### config.mk
export PLATFORM = sky130hd
export DESIGN_NAME = enemy_control_flat
export DESIGN_NICKNAME = d
export VERILOG_FILES = /design/src/rtl/enemy_control_if.sv /design/src/rtl/enemy_control.sv /design/src/flat_wrapper.sv
export SDC_FILE = /design/constraint.sdc
export NUM_CORES = 1
export LEC_CHECK = 0
export CAP_MARGIN = 30
export CORE_MARGIN = 4
export CORE_UTILIZATION = 49
export CTS_CLUSTER_DIAMETER = 120
export DETAILED_ROUTE_END_ITERATION = 10
export PLACE_DENSITY = 0.78
export SYNTH_ARGS = -nofsm -noshare
export SYNTH_HDL_FRONTEND = slang
export SYNTH_SLANG_ARGS = --single-unit
### constraint.sdc
create_clock -name clock -period 1.9 [get_ports clock]
set_input_delay 0.19 -clock clock [delete_from_list [all_inputs] [get_ports clock]]
set_output_delay 0.19 -clock clock [all_outputs]
set_load 0.03 [all_outputs]
### src/rtl/enemy_control_if.sv
// enemy_control_if
//
// Groups the handshake between the enemy sequencer, the enemy movement/draw
// unit it strobes, and the shared VGA write-port arbiter.
//
// Signals:
//   init, idle, gen_move, apply_move, draw : state strobes to the enemy unit
//   draw_done                              : enemy unit finished its redraw
//   draw_request                           : request for the VGA write port
//   draw_grant                             : VGA arbiter grant (level)
//
// Modports:
//   master : the sequencer (enemy_control) side
//   slave  : the enemy unit / arbiter side
interface enemy_control_if;
    logic init;
    logic idle;
    logic gen_move;
    logic apply_move;
    logic draw;
    logic draw_done;
    logic draw_request;
    logic draw_grant;

    modport master (
        output init,
        output idle,
        output gen_move,
        output apply_move,
        output draw,
        output draw_request,
        input  draw_done,
        input  draw_grant
    );

    modport slave (
        input  init,
        input  idle,
        input  gen_move,
        input  apply_move,
        input  draw,
        input  draw_request,
        output draw_done,
        output draw_grant
    );
endinterface

### src/rtl/enemy_control.sv
// enemy_control
//
// Per-enemy sequencing FSM. Paces one enemy from a frame-tick divider, moves
// it on every MOVE_DIV-th consumed tick, requests the shared VGA write port
// before each redraw and waits for the enemy's draw_done.
//
// Parameters:
//   FRAME_TICKS  : clock cycles per frame tick (>= 8)
//   MOVE_DIV     : move on every MOVE_DIV-th consumed tick (1..16)
//   DRAW_TIMEOUT : watchdog limit in cycles for a draw_done wait
//
// Ports:
//   clock, reset : system clock, synchronous active-high reset
//   respawn      : pulse, re-initialise the enemy
//   bus          : enemy_control_if.master (strobes, draw_done,
//                  draw_request, draw_grant)
//   frame_count  : completed draws, wraps at 16 bits
//   overrun      : dropped frame ticks, saturates at 255
//   draw_error   : sticky watchdog flag
//
// Build option:
//   ENEMY_CTRL_TIMEOUT_EN : when defined, a watchdog abandons a DRAW after
//   DRAW_TIMEOUT cycles without draw_done and sets draw_error. When
//   undefined, DRAW waits indefinitely and draw_error is tied to 0.
module enemy_control #(
    parameter int FRAME_TICKS  = 833334,
    parameter int MOVE_DIV     = 4,
    parameter int DRAW_TIMEOUT = 512
) (
    input  logic                   clock,
    input  logic                   reset,
    input  logic                   respawn,
    enemy_control_if.master        bus,
    output logic [15:0]            frame_count,
    output logic [7:0]             overrun,
    output logic                   draw_error
);

    typedef enum logic [2:0] {
        ST_INIT,
        ST_IDLE,
        ST_GEN,
        ST_APPLY,
        ST_REQ,
        ST_DRAW
    } state_t;

    localparam int CW = (FRAME_TICKS > 1) ? $clog2(FRAME_TICKS) : 1;
    localparam logic [CW-1:0] TICK_LAST  = CW'(FRAME_TICKS - 1);
    localparam logic [3:0]    PHASE_LAST = 4'(MOVE_DIV - 1);

    state_t        state;
    state_t        next_state;
    logic [CW-1:0] div_cnt;
    logic          tick;
    logic [3:0]    phase;
    logic          pend;
    logic          resp_pend;
    logic          consume;
    logic          draw_timeout;
    logic [5:0]    strobe_q;

    // Strobes are registered; bit order {init, idle, gen_move, apply_move,
    // draw, draw_request}.
    assign bus.init         = strobe_q[5];
    assign bus.idle         = strobe_q[4];
    assign bus.gen_move     = strobe_q[3];
    assign bus.apply_move   = strobe_q[2];
    assign bus.draw         = strobe_q[1];
    assign bus.draw_request = strobe_q[0];

    assign tick = (div_cnt == TICK_LAST);

    // Moore decode, applied to the next state so the strobes register
    // alongside the state itself. REQ raises idle so the enemy clears any
    // stale draw_done before DRAW begins.
    function automatic logic [5:0] decode(input state_t s);
        logic [5:0] v;
        v = 6'b000000;
        case (s)
            ST_INIT:  v = 6'b100000;
            ST_IDLE:  v = 6'b010000;
            ST_GEN:   v = 6'b001000;
            ST_APPLY: v = 6'b000100;
            ST_REQ:   v = 6'b010001;
            ST_DRAW:  v = 6'b000011;
            default:  v = 6'b100000;
        endcase
        return v;
    endfunction

    // Next-state logic. A respawn seen in IDLE, either latched earlier or
    // arriving this very cycle, beats any tick; the tick then stays pending
    // until the enemy is back in IDLE.
    always_comb begin
        next_state = state;
        consume    = 1'b0;
        case (state)
            ST_INIT:  next_state = ST_IDLE;
            ST_IDLE: begin
                if (resp_pend || respawn) begin
                    next_state = ST_INIT;
                end else if (pend || tick) begin
                    consume    = 1'b1;
                    next_state = (phase == PHASE_LAST) ? ST_GEN : ST_REQ;
                end
            end
            ST_GEN:   next_state = ST_APPLY;
            ST_APPLY: next_state = ST_REQ;
            ST_REQ: begin
                if (bus.draw_grant) begin
                    next_state = ST_DRAW;
                end
            end
            ST_DRAW: begin
                if (bus.draw_done || draw_timeout) begin
                    next_state = ST_IDLE;
                end
            end
            default:  next_state = ST_INIT;
        endcase
    end

    // Main sequencer: state, strobes, divider, move phase, pending flags and
    // the frame/overrun counters.
    always_ff @(posedge clock) begin
        if (reset) begin
            state       <= ST_INIT;
            strobe_q    <= 6'b100000;
            div_cnt     <= '0;
            phase       <= '0;
            pend        <= 1'b0;
            resp_pend   <= 1'b0;
            frame_count <= '0;
            overrun     <= '0;
        end else begin
            state    <= next_state;
            strobe_q <= decode(next_state);
            div_cnt  <= tick ? '0 : div_cnt + CW'(1);

            if (consume) begin
                phase <= (phase == PHASE_LAST) ? 4'd0 : phase + 4'd1;
            end

            // Consuming with both a pending tick and a fresh one keeps the
            // fresh one pending rather than dropping it.
            if (consume) begin
                pend <= pend && tick;
            end else if (tick) begin
                pend <= 1'b1;
                if (pend && overrun != 8'hFF) begin
                    overrun <= overrun + 8'd1;
                end
            end

            if (next_state == ST_INIT && state != ST_INIT) begin
                resp_pend <= 1'b0;
            end else if (respawn) begin
                resp_pend <= 1'b1;
            end

            if (state == ST_DRAW && bus.draw_done) begin
                frame_count <= frame_count + 16'd1;
            end
        end
    end

`ifdef ENEMY_CTRL_TIMEOUT_EN
    localparam int WW = $clog2(DRAW_TIMEOUT + 1);

    logic [WW-1:0] wd_cnt;
    logic          err_q;

    // The watchdog fires on the DRAW_TIMEOUT-th DRAW cycle; a draw_done in
    // that same cycle still counts as a normal completion.
    assign draw_timeout = (state == ST_DRAW) && !bus.draw_done &&
                          (wd_cnt == WW'(DRAW_TIMEOUT - 1));
    assign draw_error   = err_q;

    always_ff @(posedge clock) begin
        if (reset) begin
            wd_cnt <= '0;
            err_q  <= 1'b0;
        end else begin
            if (state == ST_DRAW && next_state == ST_DRAW) begin
                wd_cnt <= wd_cnt + WW'(1);
            end else begin
                wd_cnt <= '0;
            end
            if (draw_timeout) begin
                err_q <= 1'b1;
            end
        end
    end
`else
    assign draw_timeout = 1'b0;
    assign draw_error   = 1'b0;
`endif

endmodule

### src/flat_wrapper.sv
// flat-port wrapper written by rule: the top's interface ports become plain ports
module enemy_control_flat 
#(
    parameter int FRAME_TICKS  = 833334,
    parameter int MOVE_DIV     = 4,
    parameter int DRAW_TIMEOUT = 512
)
  (clock, reset, respawn, frame_count, overrun, draw_error, bus_init, bus_idle, bus_gen_move, bus_apply_move, bus_draw, bus_draw_request, bus_draw_done, bus_draw_grant);
  enemy_control_if bus_i ();
  input  logic clock;
  input  logic reset;
  input  logic respawn;
  output logic [15:0] frame_count;
  output logic [7:0] overrun;
  output logic draw_error;
  output wire logic [$bits(bus_i.init)-1:0] bus_init;
  output wire logic [$bits(bus_i.idle)-1:0] bus_idle;
  output wire logic [$bits(bus_i.gen_move)-1:0] bus_gen_move;
  output wire logic [$bits(bus_i.apply_move)-1:0] bus_apply_move;
  output wire logic [$bits(bus_i.draw)-1:0] bus_draw;
  output wire logic [$bits(bus_i.draw_request)-1:0] bus_draw_request;
  input wire logic [$bits(bus_i.draw_done)-1:0] bus_draw_done;
  input wire logic [$bits(bus_i.draw_grant)-1:0] bus_draw_grant;
  assign bus_init = bus_i.init;
  assign bus_idle = bus_i.idle;
  assign bus_gen_move = bus_i.gen_move;
  assign bus_apply_move = bus_i.apply_move;
  assign bus_draw = bus_i.draw;
  assign bus_draw_request = bus_i.draw_request;
  assign bus_i.draw_done = bus_draw_done;
  assign bus_i.draw_grant = bus_draw_grant;
  enemy_control #(.FRAME_TICKS(FRAME_TICKS), .MOVE_DIV(MOVE_DIV), .DRAW_TIMEOUT(DRAW_TIMEOUT)) u_core (.clock(clock), .reset(reset), .respawn(respawn), .bus(bus_i), .frame_count(frame_count), .overrun(overrun), .draw_error(draw_error));
endmodule
==> impl_metrics.tcl <==
set metrics [dict create \
    run_status "finished, violations left" \
    violations "setup timing" \
    worst_setup_path_end_kind "register" \
    area_enclosed_by_the_die_boundary_um2 6663 \
    synth-seq-area-share 0.4447 \
    yosysTopAreaCell "sky130_fd_sc_hd__dfxtp_1" \
    r2r-start "u_core.div_cnt[7]" \
    layout.filler_cells 368 \
    dr.pass1.iters 4 \
    register_area_um2 1190 \
    hold_class "reg -> reg" \
    drc 0 \
    part_of_the_total_power_dissipated_in_sequential_elements 0.531 \
    cells_after_dpl 454 \
    cts_max_level 3 \
    syn2layout_area_growth_pct 43.43 \
    final.min_clock_period_ps 2056 \
    post_route_cells_drive_above_1_share 0.2687 \
    layoutNonFillerInstCount 472 \
    critical_path_class "reg -> reg" \
    drv_slew 0 \
    maxCapViolations 0 \
    layout.core_utilization 0.7366 \
    timing.reg2reg.setup_slack_ps -160 \
    route.final.wire_length_um 6643 \
    syn_avg_cell_area_um2 8.796 \
    synth_seq_cells 59 \
    route.vias.total 2540 \
    global_route_wire_length_before_repair_um 10580 \
    synthesis.nets 312 \
    routedWlPerCell_um 14.07 \
    vias_in_the_first_global_route 2366 \
    tritoncts "yes" \
    chipHeight_um 81.63 \
    initial_utilization 0.5135 \
    synth_common_cells "59 x sky130_fd_sc_hd__dfxtp_1, 45 x sky130_fd_sc_hd__nor2_1, 18 x sky130_fd_sc_hd__nand2_1, 17 x sky130_fd_sc_hd__xor2_1, 16 x sky130_fd_sc_hd__a21oi_1" \
    critPathArrivalTime_ps 2330 \
    post_synth_num_cell_types 49 \
    period_share 1.082 \
    cts-root-to-sink-buffers 2 \
    master_cell_of_the_clock_root_buffer "sky130_fd_sc_hd__clkbuf_8" \
    die_x_um 81.63 \
    grt_max_degree 39 \
    internal_power_mw 1.795 \
    grt_usage 0.2092 \
    p_clk_frac 0.417 \
    cts_inserted_buffers 9 \
    power.density_cell_area_nw_per_um2 619.9 \
    achievable-frequency_mhz 486.3 \
    synth_area_um2 2656 \
    setup.worst_path.start "u_core.div_cnt[7]" \
    post-dp-hpwl_um 4344 \
    timing.critical_path.from_type "register" \
    final-hold-violation-count 0 \
    overflow 0 \
    finalNetCount 408 \
    antenna-diode-count 0 \
    finalWeightedCongestion 0.8068 \
    cts.sinks 59 \
    numPortBuffers 34 \
    hold_ws_ps 516.2 \
    synth_edf_count 0 \
    worst_setup_hold_path_clk_slew_ps 70 \
    largest_fanout_of_any_net_on_the_critical_path 6 \
    worst-endpoint-required_ps 2180 \
    floorplan.io_pins 36 \
    row_count 26 \
    worstHoldStart "u_core.phase[2]" \
    netSwitchingPower_uw 566.9 \
    final.setup.tns_ps -514.2 \
    multi_input_area_um2 1535 \
    vias_per_cell 5.381 \
    number_of_antenna_violations_at_the_first_check_in_global_routing 0 \
    switching_share_of_total_power 0.2400 \
    synth_top_area_frac 0.4447 \
    yosysWarningCount 0 \
    syn-instance-count 302 \
    power.total_mw 2.362 \
    netlist_top_cells_area "sky130_fd_sc_hd__dfxtp_1 44%, sky130_fd_sc_hd__nor2_1 6.4%, sky130_fd_sc_hd__xor2_1 5.6%" \
    synth_most_common_cell "sky130_fd_sc_hd__dfxtp_1" \
    power.leakage_nw 1.422 \
    detail-route-antenna-nets 0 \
    ir_drop_mv 0.5359 \
    synth_top_flop_cell "sky130_fd_sc_hd__dfxtp_1" \
    post-route-worst-setup-slack_ps -156.3 \
    power.combinational.fraction 0.052 \
    ys_async_sr_fraction 0 \
    clk-insertion-delay-late_ps 350 \
    finalSetupViolCount 7 \
    drt_iter0_markers 141 \
    rsz0062_at_grt "true" \
    skew_ps 10.04 \
    coreArea_um2 5172 \
]
power by group through the flow:
stage / clock network, mW / registers [mW] / logic, mW
floorplan: 0 / 1.29 / 0.0527
global placement: 0 / 1.28 / 0.117
detailed placement: 0 / 1.28 / 0.119
CTS: 1.00 / 1.25 / 0.121
global route: 1.05 / 1.25 / 0.136
finish: 0.984 / 1.25 / 0.124
critical path, stage by stage, from the launching register on:
cell and delay (ps):
sky130_fd_sc_hd__dfxtp_2 320, sky130_fd_sc_hd__or3b_4 430, sky130_fd_sc_hd__nor3_4 120, sky130_fd_sc_hd__or4b_4 530, sky130_fd_sc_hd__buf_6 160, sky130_fd_sc_hd__or3_4 320, sky130_fd_sc_hd__a21oi_2 110
placed cells by master (no fill, tap or decap), drive strengths merged, types with 3 or more instances in the layout:
cell / Yosys / routed
buf: 2 / 60
dfxtp: 59 / 59
nor2: 45 / 45
clkdlybuf4s50: 0 / 34
nand2: 18 / 18
xor2: 17 / 17
a21oi: 16 / 16
nand4: 15 / 15
nand3: 15 / 15
o21ai: 15 / 15
xnor2: 14 / 14
clkbuf: 7 / 10
or3: 10 / 10
nor3: 7 / 7
inv: 6 / 6
ha: 5 / 5
nor4: 5 / 5
and4: 4 / 4
nand3b: 4 / 4
nor2b: 4 / 4
and2: 4 / 4
and3: 3 / 3
clkinv: 0 / 3
or4b: 3 / 3
logic make-up after synthesis:
group | count (synthesis) | share of synthesized area
AND/OR/NAND/NOR | 147 | 0.3038
flip-flops | 59 | 0.4447
AO/OA/AOI/OAI | 43 | 0.09515
XOR/XNOR | 31 | 0.1022
buffers and inverters | 15 | 0.02544
adder cells (fa/ha/maj) | 5 | 0.02355
other | 1 | 0.001412
multiplexers | 1 | 0.003768
repair_timing:
item | 4_1_cts | 5_1_grt
setup endpoints to repair | 10 | 20
resized for setup | 8 | 15
cloned | 0 | 0
pin swaps | 1 | 4
hold buffers | 0 | 0
buffers inserted | 2 | 1
through the flow:
step | cell area, um2 | setup WS [ps]
after floorplan | 2689 | -34.47
after global placement | 3512 | -191.5
after detailed placement | 3512 | -215.0
after CTS | 3715 | -112.8
after global routing | 3810 | -213.7
final | 3810 | -156.3
state kept, by name, indices dropped and copies added, names as in the netlist:
signal,flops
u_core.div_cnt,20
u_core.pend,1
u_core.overrun,8
u_core.strobe_q,6
u_core.resp_pend,1
u_core.phase,4
u_core.frame_count,16
u_core.state,3
routing by layer:
layer  up-vias  share of wire  GRT usage
met3        20          0.041    0.05373
met2        56           0.49     0.3379
met4         0          0.032     0.1262
li1       1263              -          -
met1      1201           0.43     0.2493
met5         -              0          0
path summary, 6_finish.rpt:
| check | endpoint | cells after the start |
|---|---|---|
| worst max-delay path | u_core.overrun[6] | 6 |
| worst min-delay path | u_core.phase[2] | 2 |
| worst max register to register | u_core.overrun[6] | 6 |
| worst min register to register | u_core.phase[2] | 2 |
layout make-up:
class / instances / area share
flip-flops and latches: 59 / 0.3123
inverters: 6 / 0.005911
clock buffers: 10 / 0.03612
multi-input cells: 228 / 0.4030
repair buffers: 94 / 0.2118
clock inverters: 5 / 0.007882
well taps: 70 / 0.02299
(Power assumes the default switching activity.)
